`src/rtl/vga_box_renderer.sv`:
```
// Bouncing-box overlay for a VGA timing stream: the box steps once per frame,
// changes colour on every bounce, and video/syncs pass through a two-stage pipeline.
module vga_box_renderer #(
    parameter int         H_RES    = 640,
    parameter int         V_RES    = 480,
    parameter int         BOX_W    = 32,
    parameter int         BOX_H    = 32,
    parameter logic [5:0] BG_COLOR = 6'b000001
) (
    input  logic       clk,
    input  logic       rst,
    input  logic [9:0] x_in,
    input  logic [9:0] y_in,
    input  logic       h_sync_in,
    input  logic       v_sync_in,
    input  logic       active_in,
    input  logic [1:0] speed,
    input  logic       pause,
    output logic [5:0] rgb,
    output logic       h_sync_out,
    output logic       v_sync_out,
    output logic [9:0] box_x,
    output logic [9:0] box_y,
    output logic [7:0] frame_cnt
);

    localparam logic [10:0] X_LIM   = 11'(H_RES - BOX_W);
    localparam logic [10:0] Y_LIM   = 11'(V_RES - BOX_H);
    localparam logic [10:0] BOX_W11 = 11'(BOX_W);
    localparam logic [10:0] BOX_H11 = 11'(BOX_H);

    // DR: down-right | DL: down-left | UR: up-right | UL: up-left
    typedef enum logic [1:0] {
        DR = 2'b00,
        DL = 2'b01,
        UR = 2'b10,
        UL = 2'b11
    } dir_t;

    dir_t        dir_q, dir_d;
    logic        vs_prev_q, vs_prev_d;
    logic [9:0]  box_x_q, box_x_d;
    logic [9:0]  box_y_q, box_y_d;
    logic [5:0]  color_q, color_d;
    logic [7:0]  frame_q, frame_d;

    logic        active_s1_q, active_s1_d;
    logic        hs_s1_q, hs_s1_d;
    logic        vs_s1_q, vs_s1_d;
    logic        inside_s1_q, inside_s1_d;
    logic [5:0]  rgb_q, rgb_d;
    logic        hs_out_q, hs_out_d;
    logic        vs_out_q, vs_out_d;

    logic        frame_tick;
    logic        dx, dy, dx_n, dy_n;
    logic        bounce_x, bounce_y;
    logic [10:0] step, bx, by, nx, ny;
    logic [10:0] px, py;

    always_comb begin : motion_next
        frame_tick = v_sync_in & ~vs_prev_q;
        step       = 11'(speed) + 11'd1;
        bx         = {1'b0, box_x_q};
        by         = {1'b0, box_y_q};
        dx         = (dir_q == DR) || (dir_q == UR);
        dy         = (dir_q == DR) || (dir_q == DL);

        dx_n     = dx;
        dy_n     = dy;
        nx       = bx;
        ny       = by;
        bounce_x = 1'b0;
        bounce_y = 1'b0;

        if (dx) begin
            if (bx + step >= X_LIM) begin
                nx       = X_LIM;
                dx_n     = 1'b0;
                bounce_x = 1'b1;
            end else begin
                nx = bx + step;
            end
        end else begin
            if (bx <= step) begin
                nx       = '0;
                dx_n     = 1'b1;
                bounce_x = 1'b1;
            end else begin
                nx = bx - step;
            end
        end

        if (dy) begin
            if (by + step >= Y_LIM) begin
                ny       = Y_LIM;
                dy_n     = 1'b0;
                bounce_y = 1'b1;
            end else begin
                ny = by + step;
            end
        end else begin
            if (by <= step) begin
                ny       = '0;
                dy_n     = 1'b1;
                bounce_y = 1'b1;
            end else begin
                ny = by - step;
            end
        end

        vs_prev_d = v_sync_in;
        box_x_d   = box_x_q;
        box_y_d   = box_y_q;
        dir_d     = dir_q;
        color_d   = color_q;
        frame_d   = frame_q;

        if (frame_tick) begin
            frame_d = frame_q + 8'd1;
            if (!pause) begin
                box_x_d = 10'(nx);
                box_y_d = 10'(ny);
                unique case ({dy_n, dx_n})
                    2'b11:   dir_d = DR;
                    2'b10:   dir_d = DL;
                    2'b01:   dir_d = UR;
                    default: dir_d = UL;
                endcase
                // A simultaneous X and Y bounce still counts as one colour step.
                if (bounce_x || bounce_y) begin
                    color_d = color_q + 6'd1;
                end
            end
        end
    end

    always_comb begin : pixel_next
        px          = {1'b0, x_in};
        py          = {1'b0, y_in};
        active_s1_d = active_in;
        hs_s1_d     = h_sync_in;
        vs_s1_d     = v_sync_in;
        inside_s1_d = (px >= bx) && (px < bx + BOX_W11) &&
                      (py >= by) && (py < by + BOX_H11);

        rgb_d = 6'd0;
        if (active_s1_q) begin
            rgb_d = inside_s1_q ? color_q : BG_COLOR;
        end
        hs_out_d = hs_s1_q;
        vs_out_d = vs_s1_q;
    end

    always_ff @(posedge clk) begin
        if (rst) begin
            // Preset high so a v_sync already asserted at release is not a tick.
            vs_prev_q   <= 1'b1;
            box_x_q     <= '0;
            box_y_q     <= '0;
            dir_q       <= DR;
            color_q     <= 6'b111111;
            frame_q     <= '0;
            active_s1_q <= 1'b0;
            hs_s1_q     <= 1'b0;
            vs_s1_q     <= 1'b0;
            inside_s1_q <= 1'b0;
            rgb_q       <= '0;
            hs_out_q    <= 1'b0;
            vs_out_q    <= 1'b0;
        end else begin
            vs_prev_q   <= vs_prev_d;
            box_x_q     <= box_x_d;
            box_y_q     <= box_y_d;
            dir_q       <= dir_d;
            color_q     <= color_d;
            frame_q     <= frame_d;
            active_s1_q <= active_s1_d;
            hs_s1_q     <= hs_s1_d;
            vs_s1_q     <= vs_s1_d;
            inside_s1_q <= inside_s1_d;
            rgb_q       <= rgb_d;
            hs_out_q    <= hs_out_d;
            vs_out_q    <= vs_out_d;
        end
    end

    assign rgb        = rgb_q;
    assign h_sync_out = hs_out_q;
    assign v_sync_out = vs_out_q;
    assign box_x      = box_x_q;
    assign box_y      = box_y_q;
    assign frame_cnt  = frame_q;

endmodule

```
`config.mk`:
```
export PLATFORM = sky130hd
export DESIGN_NAME = vga_box_renderer
export DESIGN_NICKNAME = d
export VERILOG_FILES = /design/src/rtl/vga_box_renderer.sv
export SDC_FILE = /design/constraint.sdc
export NUM_CORES = 1
export LEC_CHECK = 0
export ABC_AREA = 1
export CORE_AREA = 4 4 103 105
export CTS_CLUSTER_SIZE = 10
export DETAILED_ROUTE_END_ITERATION = 7
export DIE_AREA = 0 0 107 109
export HOLD_SLACK_MARGIN = 0.02
export PLACE_DENSITY = 0.7
export REMOVE_ABC_BUFFERS = 1
export SETUP_SLACK_MARGIN = 0.3
export SYNTH_ARGS = -nofsm -noshare
export SYNTH_HDL_FRONTEND = slang
export SYNTH_SLANG_ARGS = --single-unit
```
`constraint.sdc`:
```
create_clock -name clk -period 10.2 [get_ports clk]
set_input_delay 3.06 -clock clk [delete_from_list [all_inputs] [get_ports clk]]
set_output_delay 3.06 -clock clk [all_outputs]
set_load 0.02 [all_outputs]
```
==> out/metrics.csv, run 1 <==
metric,value,unit
slack of the worst reg-to-reg path,7.45,ns
Levels on crit path,16,
CP Max Fanout,11,
routing usage on met3,2.31,%
Slew @ Worst Pin,0.820,ns
Yosys cell types,43,
Hold Fails Final Rpt,0,
Placeable Area,9640,µm²
FF-to-FF End,color_q[1],
Max VDD drop,77.7,µV
Die Area,11700,µm²
GRT overflow,0,
fill cell count,958,
Final period util,56.7,%
sequence of cells on the critical path,clkdlybuf4s50_1 -> ha_1 -> inv_1 -> fa_1 -> o21ai_1 -> nand3_1 -> nand2_1 -> nand2_1 -> nor2_2 -> a21oi_4 -> nand2_4 -> nand2_4 -> nand2_4 -> nand2_1 -> nand2_1 -> nand3_1,
dpl hpwl,8.15,mm
area grow syn2layout,21.5,%
total clock sinks,49,
Clk pwr share,30.7,%
Max clock buf depth,2,
RSZ-0062 raised after global routing,false,
largest net degree at the start of global routing,36,
nets,715,
CP max stage cell,fa_1,
P_sw,0.137,mW
Rows,36,
clk_lat worst skew,0.30,ns
Final Wtd Congestion,0.955,
htree depth,2,
post_cts resized,0,
Max Slew Vio Count,0,
global-route wire length before repair,17.6,mm
CP Capture Type,flip-flop,
relative slew slack,45.3,%
Top delay family on crit path,simple AND/OR/NAND/NOR gates,
I/O pins,64,
Initial Util,41.7,%
worst hold start,vs_out_d,
Mapped Area,4020,µm²
Gate power share,24.6,%
vias in the first global route,3867,
Synth Flop Type,dfxtp_1,
postcts setup bufs,0,
Final setup viols,0,
Static Leakage,2.20,nW
Routed Antenna Nets,0,
register area,981,µm²
Worst path max stage delay,0.45,ns
CTS buffer count,5,
number of buffers added on ports,63,
Root Buffer,clkbuf_8,
DRC,0,
RR Startpoint,box_y[0],
Most Crowded Layer GR,met2,
TritonRoute pass-1 iters,5,
Routed WL,10.4,mm
Syn Inst Count,574,
"area leader, netlist",dfxtp_1,
Pwr Density,92.6,nW/µm²
Routed wire per std cell,13.5,µm
CTS tree,yes,
"Async S/R FF share, synth",0,%
Buf/Inv on CP,2,
switch share,30.2,%
initial antenna violation count,0,
TNS Setup,0,ns
1st-iter DRT viols,214,
CP Launch Point,speed[0],
GRT Util Overall,18.1,%
status,completed,
Antenna diodes,0,
Worst R2R Path Depth,15,
max cap viols,0,
CP arrival,5.93,ns
type of origin of the critical path,input port,
syn_area_per_cell,7.01,µm²
most frequent CP cell,nand2_1,
hold buffers post-CTS,0,
Die Y,109,µm
sequential share of power,44.7,%
Synth area leaders,"dfxtp_1, ha_1, nand2_1",
Synth top cells by count,"nand2_1, inv_1, dfxtp_1, ha_1, nor2_1",
die width,107,µm
Setup CP Type,input port to flip-flop,
crit path to,color_q[1],
Clock Skew,0.00428,ns
#FFs+latches synth,49,
clk slew on worst S/H paths,0.09,ns
Via density,5.14,
area occupied by multi-input gates,2670,µm²
"count leader, synth",nand2_1,
post-synth top area share,24.4,%
Global Route met2 Usage,32.7,%
"Seq/Total Area, Yosys",24.4,%
Power Internal,0.316,mW
number of flops mapped to enable cells by yosys,0,
HP Class,flip-flop to flip-flop,
synth warn,0,
WP data required,10.35,ns
Total Power,0.453,mW
maximum clock frequency,0.173,GHz
layout cell share with drive strength beyond 1,8.35,%
fin crit period,5.78,ns
vias post-DR,3948,
GR Util met1,22.8,%
power groups by stage:
stage	registers, mW	logic, mW	clock network, mW
floorplan	0.210	0.0672	0
global placement	0.207	0.108	0
detailed placement	0.207	0.111	0
CTS	0.202	0.111	0.143
global route	0.203	0.126	0.151
finish	0.202	0.112	0.139
per-layer routing:
metal  vias to the layer above  share of wire [%]
met5                         -                  0
met4                         0                1.4
met3                        13                4.2
met2                        99                 50
met1                      1804                 45
li1                       2032                  -
worst min path at each step:
stage                      end  slack, ns  depth (start not counted)
global placement    h_sync_out       0.39                          2
detailed placement  v_sync_out       0.40                          2
CTS                 v_sync_out       0.41                          2
floorplan           h_sync_out       0.39                          2
finish              v_sync_out       0.41                          2
global route        v_sync_out       0.44                          2
area by class of cell:
type,count,share of cell area (%)
clock buffers,6,1.48
repair buffers,64,13.1
flip-flops and latches,49,20.1
well taps,133,3.41
inverters,85,6.58
clock inverters,2,0.794
multi-input cells,429,54.6
worst reg2reg max path: cells and delay by family (launching register included):
kind	cells	cell delay (ns)
DFF	1	0.45
buffers and inverters	1	0.07
AOI/OAI and AO/OA	2	0.45
adders and majority gates	2	0.67
and+or+nand+nor	10	0.97
placed cells by master, fill, tap and decap left out, types with 4 or more instances in the layout:
cell and instances:
nand2_2 9, clkbuf_8 5, fa_1 4, nand3_2 8, o21ai_0 31, nand4_1 11, ha_1 49, xor2_1 16
nor2_2 5, a21oi_1 44, o21ai_1 6, dfxtp_1 49, nand3_1 43, nand2_1 97, clkdlybuf4s50_1 63, nand2_4 4
nor3_1 17, a31oi_1 9, inv_2 11, inv_1 71, nor2_1 49
through the flow:
step | util, % | cells | hold slack [ns] | area, µm² | worst slack [ns]
2_1_floorplan | - | 563 | 0.388 | 3970 | 4.87
3_3_place_gp | 49.5 | 760 | 0.392 | 4780 | 4.25
3_5_place_dp | 49.5 | 760 | 0.396 | 4780 | 4.11
4_1_cts | 50.7 | 768 | 0.410 | 4890 | 4.42
5_1_grt | 50.7 | 768 | 0.444 | 4890 | 4.10
6_report | 50.7 | 768 | 0.407 | 4890 | 4.42
sequential cells by signal (all words and copies together), names as in the netlist:
signal	cells
box_x	10
box_y	10
frame_cnt	8
color_q	6
rgb	6
dir_q	2
active_s1_q	1
h_sync_out	1
hs_out_d	1
inside_s1_q	1
v_sync_out	1
vs_out_d	1
vs_prev_q	1
cell families after synthesis:
kind of cell | after synthesis | share of synthesized area (%)
compound gates | 103 | 14.3
simple gates | 255 | 30.9
fa+ha+maj | 53 | 17.2
flops | 49 | 24.4
xor+xnor | 18 | 3.92
buf+inv | 96 | 9.27
(Power assumes the default switching activity.)
==> inputs of run 2 (changes only) <==
==> constraint.sdc (replaced) <==
create_clock -name clk -period 5.6 [get_ports clk]
set_input_delay 1.68 -clock clk [delete_from_list [all_inputs] [get_ports clk]]
set_output_delay 1.68 -clock clk [all_outputs]
set_load 0.02 [all_outputs]
==> run 2 against run 1 <==
- final area is 0.46% higher
- cell count unchanged
- wire length fell by 1.3%
- worst setup slack got worse by 3.2 ns
- critical path depth did not move
- total power is 93% higher
- register-to-register slack worse by 4.6 ns
- first-iteration DRC count decreased by 20%
- die area unchanged
- clock skew up 0.0099 ns
- via count grew 1.6%
- critical path type unchanged
==> out/metrics.csv, run 2 (synthesized netlist as in run 1, its figures left out) <==
metric,value,unit
Hold EP,v_sync_out,
I/O pins,64,
largest net degree at the start of global routing,27,
Via density,5.22,
RR Startpoint,box_y[0],
CP Capture Type,flip-flop,
Hold Fails Final Rpt,0,
Routed wire per std cell,13.3,µm
maximum clock frequency,0.226,GHz
vias post-DR,4011,
TritonRoute pass-1 iters,5,
initial antenna violation count,0,
Setup CP Type,input port to flip-flop,
Initial Util,41.7,%
Pwr Density,178,nW/µm²
CTS buffer count,5,
htree depth,2,
GRT overflow,0,
Max VDD drop,117,µV
WP data required,5.76,ns
layout cell share with drive strength beyond 1,8.50,%
Clock Skew,0.0142,ns
type of origin of the critical path,input port,
clk slew on worst S/H paths,0.09,ns
CP Max Fanout,11,
post_cts resized,0,
hold buffers post-CTS,0,
Root Buffer,clkbuf_8,
Placeable Area,9640,µm²
Max clock buf depth,2,
Die Area,11700,µm²
Rows,36,
fin crit period,4.42,ns
area grow syn2layout,22.1,%
Slew @ Worst Pin,0.874,ns
Max Slew Vio Count,0,
GRT Util Overall,18.2,%
CTS tree,yes,
dpl hpwl,8.11,mm
CP arrival,4.58,ns
Worst R2R Path Depth,15,
FF-to-FF End,color_q[1],
Post-DP Area,4780,µm²
Worst path max stage delay,0.45,ns
worst hold path depth,2,
number of buffers added on ports,63,
Antenna diodes,0,
status,completed,
nets,715,
relative slew slack,41.6,%
1st-iter DRT viols,172,
Final setup viols,0,
Die Y,109,µm
die width,107,µm
"most common cell after layout, fill and taps aside",nand2_1,
Routed WL,10.2,mm
slack of the worst reg-to-reg path,2.82,ns
worst hold start,vs_out_d,
sequence of cells on the critical path,clkdlybuf4s50_1 -> ha_1 -> inv_1 -> fa_1 -> o21ai_1 -> nand3_1 -> nand2_1 -> nand2_1 -> nor2_2 -> a21oi_4 -> nand2_4 -> nand2_4 -> nand2_4 -> nand2_1 -> nand2_1 -> nand3_1,
"commonest non-fill, non-tap cells in the layout","nand2_1, inv_1, clkdlybuf4s50_1",
vias in the first global route,3925,
fill cell count,975,
Routed Antenna Nets,0,
clk_lat worst skew,0.31,ns
Final period util,79.0,%
total clock sinks,49,
DRC,0,
TNS Setup,0,ns
Static Leakage,2.22,nW
RSZ-0062 raised after global routing,false,
HP Class,flip-flop to flip-flop,
most frequent CP cell,nand2_1,
final instance area,4910,µm²
max cap viols,0,
global-route wire length before repair,17.5,mm
CP max stage cell,fa_1,
postcts setup bufs,0,
Final Wtd Congestion,0.962,
[run 2: through the flow]
step	hold WS, ns	power, mW	util, %	setup slack [ns]	instances
2_1_floorplan	0.388	0.504	-	1.65	563
3_3_place_gp	0.392	0.574	49.5	1.01	760
3_5_place_dp	0.396	0.578	49.5	0.872	760
4_1_cts	0.410	0.881	50.9	1.21	768
5_1_grt	0.447	0.925	50.9	0.940	768
6_report	0.407	0.872	50.9	1.18	768
[run 2: how the worst max path moves through the flow]
stage,startpoint,endpoint,slack (ns)
floorplan,speed[0],color_q[0],1.65
global route,speed[0],color_q[1],0.94
global placement,speed[0],color_q[1],1.01
CTS,speed[0],color_q[1],1.21
finish,speed[0],color_q[1],1.18
detailed placement,speed[0],color_q[0],0.87
[run 2: routing by layer]
metal  track usage (%)  routed length, µm  vias to the layer above
li1                  -                  -                     2033
met1              22.6               4570                     1860
met2              32.0               5000                      102
met3              2.84                478                       16
met4              6.39                178                        0
met5                 0                  0                        -
[run 2: layout make-up]
cell class / instances / area [µm²] / share of cell area, %
clock buffer: 5 / 68.8 / 1.40
inverter: 85 / 322 / 6.55
sequential: 49 / 981 / 20.0
timing repair buffer: 64 / 638 / 13.0
multi-input combinational: 429 / 2670 / 54.4
clock inverter: 3 / 65.1 / 1.33
tap: 133 / 166 / 3.39
[run 2: where the power goes]
part	total (mW)	switching [mW]	internal (mW)	leakage (nW)
registers	0.368	0.0116	0.357	0.398
clock network	0.302	0.124	0.177	0.0681
logic	0.202	0.117	0.0847	1.75
[run 2: worst max-delay path: cells and delay by family]
kind / cells / cell delay, ns
and+or+nand+nor: 10 / 0.97
AOI/OAI and AO/OA: 2 / 0.47
adders and majority gates: 2 / 0.86
buffers and inverters: 2 / 0.58
==> inputs of run 3 (changes only) <==
--- a/config.mk
+++ b/config.mk
@@ -11,7 +11,7 @@
 export DETAILED_ROUTE_END_ITERATION = 7
 export DIE_AREA = 0 0 107 109
 export HOLD_SLACK_MARGIN = 0.02
-export PLACE_DENSITY = 0.7
+export PLACE_DENSITY = 0.73
 export REMOVE_ABC_BUFFERS = 1
 export SETUP_SLACK_MARGIN = 0.3
 export SYNTH_ARGS = -nofsm -noshare
==> constraint.sdc (replaced) <==
create_clock -name clk -period 4.05 [get_ports clk]
set_input_delay 1.215 -clock clk [delete_from_list [all_inputs] [get_ports clk]]
set_output_delay 1.215 -clock clk [all_outputs]
set_load 0.02 [all_outputs]
==> run 3 against run 2 <==
- register-to-register slack worse by 1.3 ns
- via count increased by 0.12%
- worst hold slack improved by 0.0052 ns
- sequential power is 39% higher
- wire length rose by 2.7%
- non-clock buffer count increased by 6
- cell count up 0.78%
- global-route usage up 0.52 points
- die area did not move
- sequential cell count is the same
==> out/metrics.csv, run 3 (synthesized netlist as in run 1, its figures left out) <==
metric,value,unit
htree depth,2,
RSZ-0062 raised after global routing,false,
CP Max Fanout,11,
Global Route met2 Usage,33.7,%
clk_lat worst skew,0.31,ns
Pwr Density,222,nW/µm²
Max clock buf depth,2,
initial antenna violation count,0,
Static Leakage,2.23,nW
Via density,5.19,
Die Area,11700,µm²
CP arrival,3.71,ns
Final period util,87.7,%
hold slack,0.412,ns
Hold Fails Final Rpt,0,
CP Capture Type,flip-flop,
Max VDD drop,151,µV
TritonRoute pass-1 iters,4,
status,completed,
maximum clock frequency,0.281,GHz
area grow syn2layout,22.7,%
dpl ws,0.0143,ns
Final setup viols,0,
WP data required,4.21,ns
CTS buffer count,5,
Antenna diodes,0,
clk slew on worst S/H paths,0.10,ns
Most Crowded Layer GR,met2,
Routed Antenna Nets,0,
Die Y,109,µm
Max Slew Vio Count,0,
dpl hpwl,8.31,mm
"most common cell after layout, fill and taps aside",nand2_1,
largest net degree at the start of global routing,27,
TNS Setup,0,ns
Clock Skew,0.00882,ns
relative slew slack,46.2,%
vias in the first global route,4083,
type of origin of the critical path,input port,
Setup CP Type,input port to flip-flop,
"commonest non-fill, non-tap cells in the layout","nand2_1, inv_1, clkdlybuf4s50_1, nor2_1, dfxtp_1",
Initial Util,41.7,%
Routed wire per std cell,13.6,µm
max cap viols,0,
routing usage on met3,3.32,%
CTS tree,yes,
Final WS setup,0.497,ns
I/O pins,64,
DRC,0,
Final Wtd Congestion,0.941,
GR Util met1,22.8,%
Slew @ Worst Pin,0.806,ns
die width,107,µm
fin crit period,3.55,ns
fill cell count,988,
1st-iter DRT viols,257,
GRT overflow,0,
HP Class,flip-flop to flip-flop,
Root Buffer,clkbuf_8,
global-route wire length before repair,18.1,mm
layout cell share with drive strength beyond 1,10.1,%
Placeable Area,9640,µm²
number of buffers added on ports,63,
total clock sinks,49,
GRT Util Overall,18.7,%
nets,721,
Rows,36,
Routed WL,10.5,mm
vias post-DR,4016,
==> run 3: path summary, 6_finish.rpt <==
kind | to | slack (ns) | cells past startpoint | start
hold / removal | v_sync_out | 0.41 | 2 | vs_out_d
setup / recovery | color_q[2] | 0.50 | 15 | speed[0]
setup reg to reg | inside_s1_q | 1.54 | 10 | box_y[5]
hold reg to reg | v_sync_out | 0.41 | 2 | vs_out_d
==> run 3: what timing repair did <==
| action | 4_1_cts | 5_1_grt |
|---|---|---|
| endpoints found under the setup margin | 0 | 9 |
| setup buffers | 0 | 0 |
| resized for setup | 0 | 6 |
| hold buffers | 0 | 0 |
==> run 3: power breakdown <==
| part | leakage [nW] | switching, mW | internal, mW | total (mW) |
|---|---|---|---|---|
| clock network | 0.0481 | 0.173 | 0.123 | 0.296 |
| registers | 0.398 | 0.0163 | 0.493 | 0.510 |
| logic | 1.78 | 0.166 | 0.124 | 0.290 |
| total | 2.23 | 0.355 | 0.740 | 1.10 |
==> run 3: final cells by class <==
cell class	instances	area, µm²	share of cell area (%)
Clock buffer	5	68.8	1.39
Multi-Input combinational cell	429	2690	54.5
Inverter	85	322	6.52
Tap cell	133	166	3.37
Sequential cell	49	981	19.9
Clock inverter	3	22.5	0.456
Timing Repair Buffer	70	683	13.8
==> run 3: per-layer routing <==
| metal | routed length (µm) | up-vias | part of all wire, % |
|---|---|---|---|
| met5 | 0 | - | 0 |
| met4 | 146 | 0 | 1.4 |
| met3 | 532 | 14 | 5.1 |
| met2 | 5100 | 106 | 49 |
| met1 | 4720 | 1857 | 45 |
| li1 | - | 2039 | - |
==> run 3: through the flow <==
stage                     power [mW]  instance area [µm²]  utilization [%]  instances
after floorplan                0.697                 3970                -        563
after global routing            1.16                 4930             51.2        774
after global placement         0.799                 4820             50.0        766
after CTS                       1.10                 4910             51.0        774
final                           1.10                 4930             51.2        774
after detailed placement       0.806                 4820             50.0        766
==> run 3: worst max-delay path, cell delays in order <==
cell and delay (ns):
clkdlybuf4s50_1 0.43, ha_1 0.31, inv_1 0.12, fa_2 0.41
o21ai_2 0.20, buf_4 0.16, nand4_1 0.07, nand2_1 0.12
nor2_2 0.05, a21oi_4 0.16, nand2_4 0.09, nand2_4 0.08
nand2_4 0.12, nand3_1 0.11, nand3_1 0.07
